<file path="config.mk">
export PLATFORM = sky130hd
export DESIGN_NAME = instr_encoder
export DESIGN_NICKNAME = d
export VERILOG_FILES = /design/src/rtl/instr_encoder.sv
export SDC_FILE = /design/constraint.sdc
export NUM_CORES = 1
export LEC_CHECK = 0
export BUFFER_PORTS_ARGS = -buffer_cell sky130_fd_sc_hd__buf_4
export CAP_MARGIN = 40
export CORE_MARGIN = 2
export CORE_UTILIZATION = 35
export CTS_BUF_LIST = sky130_fd_sc_hd__clkbuf_4 sky130_fd_sc_hd__clkbuf_8
export DETAILED_ROUTE_END_ITERATION = 16
export PLACE_DENSITY = 0.5
export REMOVE_ABC_BUFFERS = 1
export SLEW_MARGIN = 15
export SYNTH_ARGS = -nofsm -noshare
export SYNTH_HDL_FRONTEND = slang
export SYNTH_SLANG_ARGS = --single-unit
</file>
<file path="constraint.sdc">
create_clock -name clk -period 2.6 [get_ports clk]
set_input_delay 0.52 -clock clk [delete_from_list [all_inputs] [get_ports clk]]
set_output_delay 0.52 -clock clk [all_outputs]
set_load 0.02 [all_outputs]
</file>
<file path="src/rtl/instr_encoder.sv">
// Purpose : packs decoded RV32I fields into a 32-bit instruction word and queues {err, instr} in a DEPTH-entry FIFO.
// Latency : a request accepted at edge N is at the head (out_valid=1) after edge N; no input-to-output bypass.
// Backpres: req_ready = not full and no flush; a pop on a full queue does not free a slot in the same cycle.
//
// Ports:
//   clk, rst_n         rising-edge clock, asynchronous active-low reset (clears pointers, count and storage)
//   flush              synchronous queue clear; same-cycle push/pop discarded, stored data kept
//   req_valid/ready    request handshake; req_kind selects the instruction class (9-15 illegal)
//   req_funct3, req_funct7b5, req_rd, req_rs1, req_rs2, req_imm   decoded instruction fields
//   out_valid/ready    head handshake; out_instr/out_err show the entry at the read pointer
//   count              occupied entries
//
// Optional feature: define ENC_RANGE_CHECK_EN to flag out-of-range / misaligned immediates as errors.
module instr_encoder #(
    parameter int DEPTH = 4
) (
    input  logic                       clk,
    input  logic                       rst_n,
    input  logic                       flush,
    input  logic                       req_valid,
    output logic                       req_ready,
    input  logic [3:0]                 req_kind,
    input  logic [2:0]                 req_funct3,
    input  logic                       req_funct7b5,
    input  logic [4:0]                 req_rd,
    input  logic [4:0]                 req_rs1,
    input  logic [4:0]                 req_rs2,
    input  logic [31:0]                req_imm,
    output logic                       out_valid,
    input  logic                       out_ready,
    output logic [31:0]                out_instr,
    output logic                       out_err,
    output logic [$clog2(DEPTH):0]     count
);

    localparam int AW = $clog2(DEPTH);
    localparam int CW = AW + 1;
    localparam logic [CW-1:0] FULL = CW'(DEPTH);

    localparam logic [3:0] K_LOAD   = 4'd0;
    localparam logic [3:0] K_OPIMM  = 4'd1;
    localparam logic [3:0] K_AUIPC  = 4'd2;
    localparam logic [3:0] K_STORE  = 4'd3;
    localparam logic [3:0] K_OP     = 4'd4;
    localparam logic [3:0] K_LUI    = 4'd5;
    localparam logic [3:0] K_BRANCH = 4'd6;
    localparam logic [3:0] K_JALR   = 4'd7;
    localparam logic [3:0] K_JAL    = 4'd8;

    localparam logic [6:0] OPC_LOAD   = 7'b0000011;
    localparam logic [6:0] OPC_OPIMM  = 7'b0010011;
    localparam logic [6:0] OPC_AUIPC  = 7'b0010111;
    localparam logic [6:0] OPC_STORE  = 7'b0100011;
    localparam logic [6:0] OPC_OP     = 7'b0110011;
    localparam logic [6:0] OPC_LUI    = 7'b0110111;
    localparam logic [6:0] OPC_BRANCH = 7'b1100011;
    localparam logic [6:0] OPC_JALR   = 7'b1100111;
    localparam logic [6:0] OPC_JAL    = 7'b1101111;

    // ------------------------------------------------------------------
    // Combinational encoder
    // ------------------------------------------------------------------
    logic [31:0] enc_instr;
    logic        enc_illegal;
    logic        enc_err;

    always_comb begin
        enc_instr   = '0;
        enc_illegal = 1'b0;
        unique case (req_kind)
            K_LOAD:   enc_instr = {req_imm[11:0], req_rs1, req_funct3, req_rd, OPC_LOAD};
            K_OPIMM: begin
                enc_instr = {req_imm[11:0], req_rs1, req_funct3, req_rd, OPC_OPIMM};
                // Shift-immediates carry funct7 in the top bits instead of imm[11:5].
                if (req_funct3 == 3'b001 || req_funct3 == 3'b101)
                    enc_instr[31:25] = {1'b0, req_funct7b5, 5'b00000};
            end
            K_AUIPC:  enc_instr = {req_imm[31:12], req_rd, OPC_AUIPC};
            K_STORE:  enc_instr = {req_imm[11:5], req_rs2, req_rs1, req_funct3, req_imm[4:0], OPC_STORE};
            K_OP:     enc_instr = {1'b0, req_funct7b5, 5'b00000, req_rs2, req_rs1, req_funct3, req_rd, OPC_OP};
            K_LUI:    enc_instr = {req_imm[31:12], req_rd, OPC_LUI};
            K_BRANCH: enc_instr = {req_imm[12], req_imm[10:5], req_rs2, req_rs1, req_funct3,
                                   req_imm[4:1], req_imm[11], OPC_BRANCH};
            K_JALR:   enc_instr = {req_imm[11:0], req_rs1, 3'b000, req_rd, OPC_JALR};
            K_JAL:    enc_instr = {req_imm[20], req_imm[10:1], req_imm[11], req_imm[19:12], req_rd, OPC_JAL};
            default:  enc_illegal = 1'b1;
        endcase
    end

`ifdef ENC_RANGE_CHECK_EN
    // An immediate fits an N-bit signed field when every bit above the field equals the sign bit.
    logic fit_i, fit_b, fit_j, u_low_zero, range_err;

    assign fit_i      = (&req_imm[31:11]) | ~(|req_imm[31:11]);
    assign fit_b      = ((&req_imm[31:12]) | ~(|req_imm[31:12])) & ~req_imm[0];
    assign fit_j      = ((&req_imm[31:20]) | ~(|req_imm[31:20])) & ~req_imm[0];
    assign u_low_zero = ~(|req_imm[11:0]);

    always_comb begin
        range_err = 1'b0;
        unique case (req_kind)
            K_LOAD, K_OPIMM, K_JALR, K_STORE: range_err = ~fit_i;
            K_BRANCH:                         range_err = ~fit_b;
            K_JAL:                            range_err = ~fit_j;
            K_AUIPC, K_LUI:                   range_err = ~u_low_zero;
            default:                          range_err = 1'b0;
        endcase
    end

    assign enc_err = enc_illegal | range_err;
`else
    assign enc_err = enc_illegal;
`endif

    // ------------------------------------------------------------------
    // Output queue
    // ------------------------------------------------------------------
    logic [32:0]   mem [DEPTH];
    logic [AW-1:0] wr_ptr, rd_ptr;
    logic [CW-1:0] count_q, count_nxt;
    logic          valid_q;
    logic          push, pop;

    // Full check uses the registered count only, so a same-cycle pop never opens a slot.
    assign req_ready = (count_q < FULL) & ~flush;
    assign push      = req_valid & req_ready;
    assign pop       = valid_q & out_ready;

    always_comb begin
        count_nxt = count_q;
        case ({push, pop})
            2'b10:   count_nxt = count_q + CW'(1);
            2'b01:   count_nxt = count_q - CW'(1);
            default: count_nxt = count_q;
        endcase
    end

    always_ff @(posedge clk or negedge rst_n) begin
        if (!rst_n) begin
            wr_ptr  <= '0;
            rd_ptr  <= '0;
            count_q <= '0;
            valid_q <= 1'b0;
        end else if (flush) begin
            wr_ptr  <= '0;
            rd_ptr  <= '0;
            count_q <= '0;
            valid_q <= 1'b0;
        end else begin
            if (push) wr_ptr <= wr_ptr + AW'(1);
            if (pop)  rd_ptr <= rd_ptr + AW'(1);
            count_q <= count_nxt;
            valid_q <= (count_nxt != '0);
        end
    end

    // Storage is zeroed only by reset; flush leaves old words in place.
    always_ff @(posedge clk or negedge rst_n) begin
        if (!rst_n) begin
            for (int i = 0; i < DEPTH; i++) mem[i] <= '0;
        end else if (push) begin
            mem[wr_ptr] <= {enc_err, enc_instr};
        end
    end

    assign out_valid = valid_q;
    assign out_err   = mem[rd_ptr][32];
    assign out_instr = mem[rd_ptr][31:0];
    assign count     = count_q;

endmodule

</file>
==> qor.csv, run 1 <==
metric,value,unit
ant_nets,0,
cp-end-kind,primary output,
ys_seq_area_share,50.02,%
intPower,5173,uW
cp_data_arrival_time,1.93,ns
synth_mux_area_share,11.33,%
drv_slew,0,
pwr-share-seq,43.5,%
netSwitchingFraction,33.56,%
status,completed,
die_h,143.4,microns
via_per_inst,5.342,
drt-total-wl,18.80,mm
pwr-share-clk,21.4,%
crit_type,reg2out,
cts_buffers,17,
vias,5438,
finalCriticalPeriod,2.451,ns
finalCritPeriodShare,94.28,%
fin_setup_tns,0,ns
synth-edff-count,0,
p_leak,0.003589,uW
grt_max_degree,38,
cp_top_family,flip-flops,
startpoint,rd_ptr[1],
htree_levels,4,
finalClockSkew,0.007880,ns
portBuffers,97,
nets,811,
ys.flop_type,dfrtp_1,
num_io_pins,98,
synth-warning-count,0,
firstDrtPassIters,5,
cts_num_sinks,136,
synth_top_family_by_area,compound AO/OA/AOI/OAI gates,
syn_area_per_cell,10.44,sq um
async_reset_ff_share,100.0,%
drive_gt1_share,26.25,%
maxCapViolCount,0,
grt_pass1_wl,29.57,mm
cts_tree,built,
postLayoutCoreUtil,43.87,%
rsz0062_at_grt,false,
wl_per_cell,18.47,microns
antennaDiodeCount,0,
cts_buffer_depth,2,
place_inst,983,
yosys.area_share.xor_xnor,1.030,%
path_clk_slew,0.07,ns
rows,50,
worst_pin_slew,0.6791,ns
antenna_found_initial,0,
holdWs,0.02502,ns
net-switching-power,2613,uW
setup_viol,0,
drt_iter0_drc,447,
cts_hold_buf,0,
max_freq,0.4079,GHz
synth.cell_area,6804,sq um
insertion_delay,0.44,ns
grt-ovfl-total,0,
hold_path_class,in2async,
crit_chain,buf_12 > mux4_2 > buf_4,
post-route-drc-count,0,
die_area,20570,sq um
syn_inst,652,
crit_buf_inv,2,
maxSlewHeadroom,54.72,%
dp_hpwl,13.31,mm
p_per_area,939.4,nW/um^2
synth-seq-cells,136,
synthSimpleGateAreaFrac,13.26,%
first_global_vias,5372,
reg2reg_from,count[2],
ys_types,52,
die_width,143.4,microns
crit_required,2.08,ns
place.gp.congestion,0.7721,
synth_compound_area_share,18.68,%
worst_path_max_delay_cell,dfrtp_1,
final_cells,1018,
start_util,36.01,%
synth-adder-area-share,1.214,%
hold_viol,0,
combPwrFrac,35.1,%
start_kind,flop,
critPathMaxFanout,27,
grtUsageTotal,19.17,%
critPathMaxStageDelay,0.63,ns
ir_worst_vdd,0.3426,mV
area_growth,21.81,%
core,18890,sq um
clockRootBuffer,clkbuf_8,
==> synth_stat cells, types with 7 or more instances <==
| cell | count | area [sq um] |
|---|---|---|
| o31ai_1 | 7 | 52.55 |
| nand2_1 | 57 | 214.0 |
| inv_1 | 13 | 48.80 |
| mux4_2 | 32 | 720.7 |
| a31oi_1 | 32 | 200.2 |
| a21oi_1 | 53 | 265.3 |
| o21ai_1 | 8 | 40.04 |
| clkbuf_1 | 25 | 93.84 |
| a21o_1 | 8 | 60.06 |
| o21ai_0 | 43 | 215.2 |
| nand2b_1 | 11 | 68.82 |
| o221ai_1 | 8 | 70.07 |
| nor2_1 | 99 | 371.6 |
| buf_2 | 18 | 90.09 |
| a32oi_1 | 10 | 87.58 |
| dfrtp_1 | 136 | 3403 |
==> power groups by stage <==
stage | registers [uW] | logic, uW | clock network, uW
2_1_floorplan | 3360 | 1720 | 0
3_3_place_gp | 3380 | 2660 | 0
3_5_place_dp | 3450 | 2730 | 0
4_1_cts | 3410 | 2740 | 1710
5_1_grt | 3490 | 3020 | 1830
6_report | 3390 | 2730 | 1670
==> final cells by class <==
| class | instances | area (sq um) |
|---|---|---|
| fill | 1873 | 10610 |
| timing repair buffer | 126 | 1033 |
| clock inverter | 8 | 71.32 |
| clock buffer | 24 | 305.3 |
| tap | 260 | 325.3 |
| sequential | 136 | 3407 |
| multi-input combinational | 451 | 3097 |
| inverter | 13 | 48.80 |
==> worst paths after layout <==
check,to,slack [ns],cells past startpoint
max in group asynchronous,rd_ptr[0],1.91,2
min,mem[85],0.03,1
min in group clk,rd_ptr[0],0.33,2
max,out_instr[4],0.15,3
min reg2reg,mem[35],0.47,2
max reg2reg,out_valid,0.41,8
==> worst register-to-register path: cells and delay by family, from the launching register on <==
| family | cells | cell delay (ns) |
|---|---|---|
| compound gates | 2 | 0.27 |
| xor+xnor | 1 | 0.15 |
| fa+ha+maj | 2 | 0.59 |
| buf+inv | 1 | 0.06 |
| flops | 1 | 0.48 |
| simple gates | 2 | 0.51 |
==> cell families after synthesis <==
kind of cell,after synthesis
XOR/XNOR,8
multiplexers,37
flip-flops,136
adder cells (fa/ha/maj),6
buffers and inverters,65
AND/OR/NAND/NOR,200
AO/OA/AOI/OAI,200
==> stage by stage <==
step | setup WS (ns) | power [uW] | area (sq um)
6_report | 0.1486 | 7785 | 8288
3_3_place_gp | 0.2471 | 6047 | 7879
5_1_grt | 0.04528 | 8341 | 8288
3_5_place_dp | 0.2048 | 6180 | 7886
4_1_cts | 0.03620 | 7862 | 8265
2_1_floorplan | -0.1294 | 5081 | 6549
==> repair_timing <==
item | CTS | global route
gates resized for setup | 1 | 0
endpoints found under the hold margin | 0 | 0
endpoints found under the setup margin | 4 | 1
setup buffers | 0 | 3
==> registers in the layout, indices dropped and copies added (netlist names) <==
register / cells
count: 3
mem: 128
out_valid: 1
rd_ptr: 2
wr_ptr: 2
==> layer usage <==
metal | global-route usage (%) | routed length [microns] | vias to the layer above
met2 | 32.06 | 9324 | 174
met5 | 0 | 0 | -
met3 | 4.898 | 1053 | 22
met4 | 6.089 | 350 | 0
met1 | 24.47 | 8071 | 2682
li1 | - | - | 2560
==> layout by cell type (no fill, tap or decap), drive strengths merged, types with 8 or more instances in the layout <==
| master | instances |
|---|---|
| a32oi | 10 |
| o31ai | 8 |
| a21oi | 53 |
| dfrtp | 136 |
| buf | 126 |
| nand2 | 57 |
| a31oi | 32 |
| inv | 13 |
| nand2b | 11 |
| nor2 | 100 |
| clkbuf | 24 |
| o221ai | 8 |
| mux4 | 32 |
| o21ai | 53 |
| a21o | 8 |
Note: power is estimated with default switching activity, not from simulation.
==> inputs of run 2 (changes only) <==
- BUFFER_PORTS_ARGS: -buffer_cell sky130_fd_sc_hd__buf_4 -> unset
- DONT_BUFFER_PORTS: unset -> 1
- GPL_ROUTABILITY_DRIVEN: unset -> 0
- PLACE_DENSITY: 0.5 -> 0.46
==> qor.csv, run 2 (same netlist as run 1, synthesis figures left out) <==
metric,value,unit,change
rsz0062_at_grt,false,,
cts_buffers,17,,unchanged
rows,50,,unchanged
antennaDiodeCount,0,,unchanged
num_io_pins,98,,unchanged
place_inst,879,,-11%
finalCritPeriodShare,91.94,%,-2.3 points
drv_slew,0,,unchanged
portBuffers,0,,-100%
crit_required,2.08,ns,about the same
fin_total_pwr,7358,uW,-5.5%
violations,hold timing,,
pwr-share-seq,46.2,%,+2.7 points
maxCapViolCount,0,,unchanged
maxSlewHeadroom,43.04,%,-12 points
drt_iter0_drc,330,,-26%
hold_viol,136,,+136
cp_data_arrival_time,1.87,ns,-0.06 ns
largest_reg_flops,128,,unchanged
wl_per_cell,20.14,microns,+9.1%
combPwrFrac,28.9,%,-6.2 points
p_per_area,989.6,nW/um^2,+5.3%
regToRegSetupSlack,0.41,ns,about the same
layout_commonest_cell,dfrtp_1,,
cts_num_sinks,136,,unchanged
holdWs,-0.2361,ns,-0.2611 ns
final_cells,910,,-11%
crit_type,reg2out,,
layout_setup_ws,0.2096,ns,+0.06102 ns
max_freq,0.4183,GHz,+2.6%
ant_nets,0,,unchanged
via_per_inst,5.452,,+2.1%
vias,4961,,-8.8%
post-route-drc-count,0,,unchanged
finalClockSkew,0.01326,ns,+0.005382 ns
status,"complete, but fails checks",,
die_width,143.4,microns,unchanged
grtUsageTotal,18.59,%,-0.58 points
ir_worst_vdd,0.3256,mV,-5.0%
nets,704,,-13%
path_clk_slew,0.08,ns,about the same
firstDrtPassIters,4,,-1
cp-end-kind,primary output,,
layout_common_cells,"dfrtp_1, nor2_1, nand2_1",,
grt-ovfl-total,0,,unchanged
core,18890,sq um,unchanged
worst_pin_slew,0.8506,ns,+0.1716 ns
placed_area,7018,sq um,-11%
start_kind,flop,,
reg2reg_from,out_valid,,
grt_max_degree,137,,+260%
net-switching-power,2472,uW,-5.4%
start_util,36.01,%,unchanged
reg2reg_depth,7,,-1
p_leak,0.003050,uW,-15%
die_area,20570,sq um,unchanged
critPathMaxFanout,19,,-30%
die_h,143.4,microns,unchanged
insertion_delay,0.45,ns,about the same
hold_path_class,in2async,,
postLayoutCellArea,7436,sq um,-10%
setup_viol,0,,unchanged
r2r_end,out_valid,,
drive_gt1_share,14.00,%,-12 points
dp_slack,0.3135,ns,+0.1087 ns
first_global_vias,5073,,-5.6%
netSwitchingFraction,33.59,%,about the same
cts_resized,0,,-1
antenna_found_initial,0,,unchanged
cts_tree,built,,
intPower,4886,uW,-5.5%
pwr-share-clk,24.9,%,+3.5 points
area_growth,9.286,%,
dp_hpwl,12.49,mm,-6.2%
cts_buffer_depth,2,,unchanged
clockRootBuffer,clkbuf_8,,
drt-total-wl,18.33,mm,-2.5%
htree_levels,4,,unchanged
largest-register,mem,,
postLayoutCoreUtil,39.36,%,-4.5 points
cts_setup_buffers,0,,unchanged
finalCriticalPeriod,2.390,ns,-0.06102 ns
grt_pass1_wl,28.63,mm,-3.2%
[run 2: changes by cell type in the layout (fill, tap and decap cells not counted), sizes merged]
cell,change
bufinv,+2
clkinvlp,+2
clkinv,-1
clkbuf,-4
buf,-107
[run 2: cell type report]
class                      count  area, sq um
clock inverter                11        148.9
tap                          260        325.3
clock buffer                  20        269.0
multi-input combinational    451         3097
timing repair buffer          19        142.6
sequential                   136         3405
fill                        1891        11460
inverter                      13        48.80
[run 2: per-stage QoR]
step,hold WS [ns],setup TNS (ns)
3_5_place_dp,0.2296,0
5_1_grt,-0.2805,0
3_3_place_gp,0.2301,0
4_1_cts,-0.2633,0
6_report,-0.2361,0
2_1_floorplan,0.2244,-2.248
[run 2: how the worst max path moves through the flow]
| stage | from | endpoint | slack [ns] | cells past startpoint |
|---|---|---|---|---|
| after CTS | rd_ptr[0] | out_instr[12] | 0.13 | 2 |
| after floorplan | rd_ptr[0] | out_instr[0] | -0.13 | 1 |
| after global placement | flush | out_valid | 0.41 | 8 |
| after detailed placement | flush | out_valid | 0.31 | 8 |
| after global routing | rd_ptr[0] | out_instr[21] | 0.07 | 2 |
| final | rd_ptr[0] | out_instr[21] | 0.21 | 2 |
[run 2: power groups by stage]
| stage | Combinational, uW | Sequential [uW] | Clock, uW |
|---|---|---|---|
| detailed placement | 2160 | 3450 | 0 |
| CTS | 2170 | 3400 | 1880 |
| global route | 2370 | 3510 | 1990 |
| floorplan | 1720 | 3360 | 0 |
| global placement | 2110 | 3390 | 0 |
| finish | 2130 | 3400 | 1830 |
[run 2: critical path: stages, from the launching register on]
cell	delay [ns]
dfrtp_2	0.36
buf_4	0.37
mux4_2	0.67
[run 2: per-layer routing]
metal / track usage, % / up-vias / share of wire (%)
li1: - / 2337 / -
met1: 23.43 / 2479 / 42
met2: 30.85 / 119 / 50
met3: 4.598 / 26 / 5.3
met4: 7.224 / 0 / 2.6
met5: 0 / - / 0
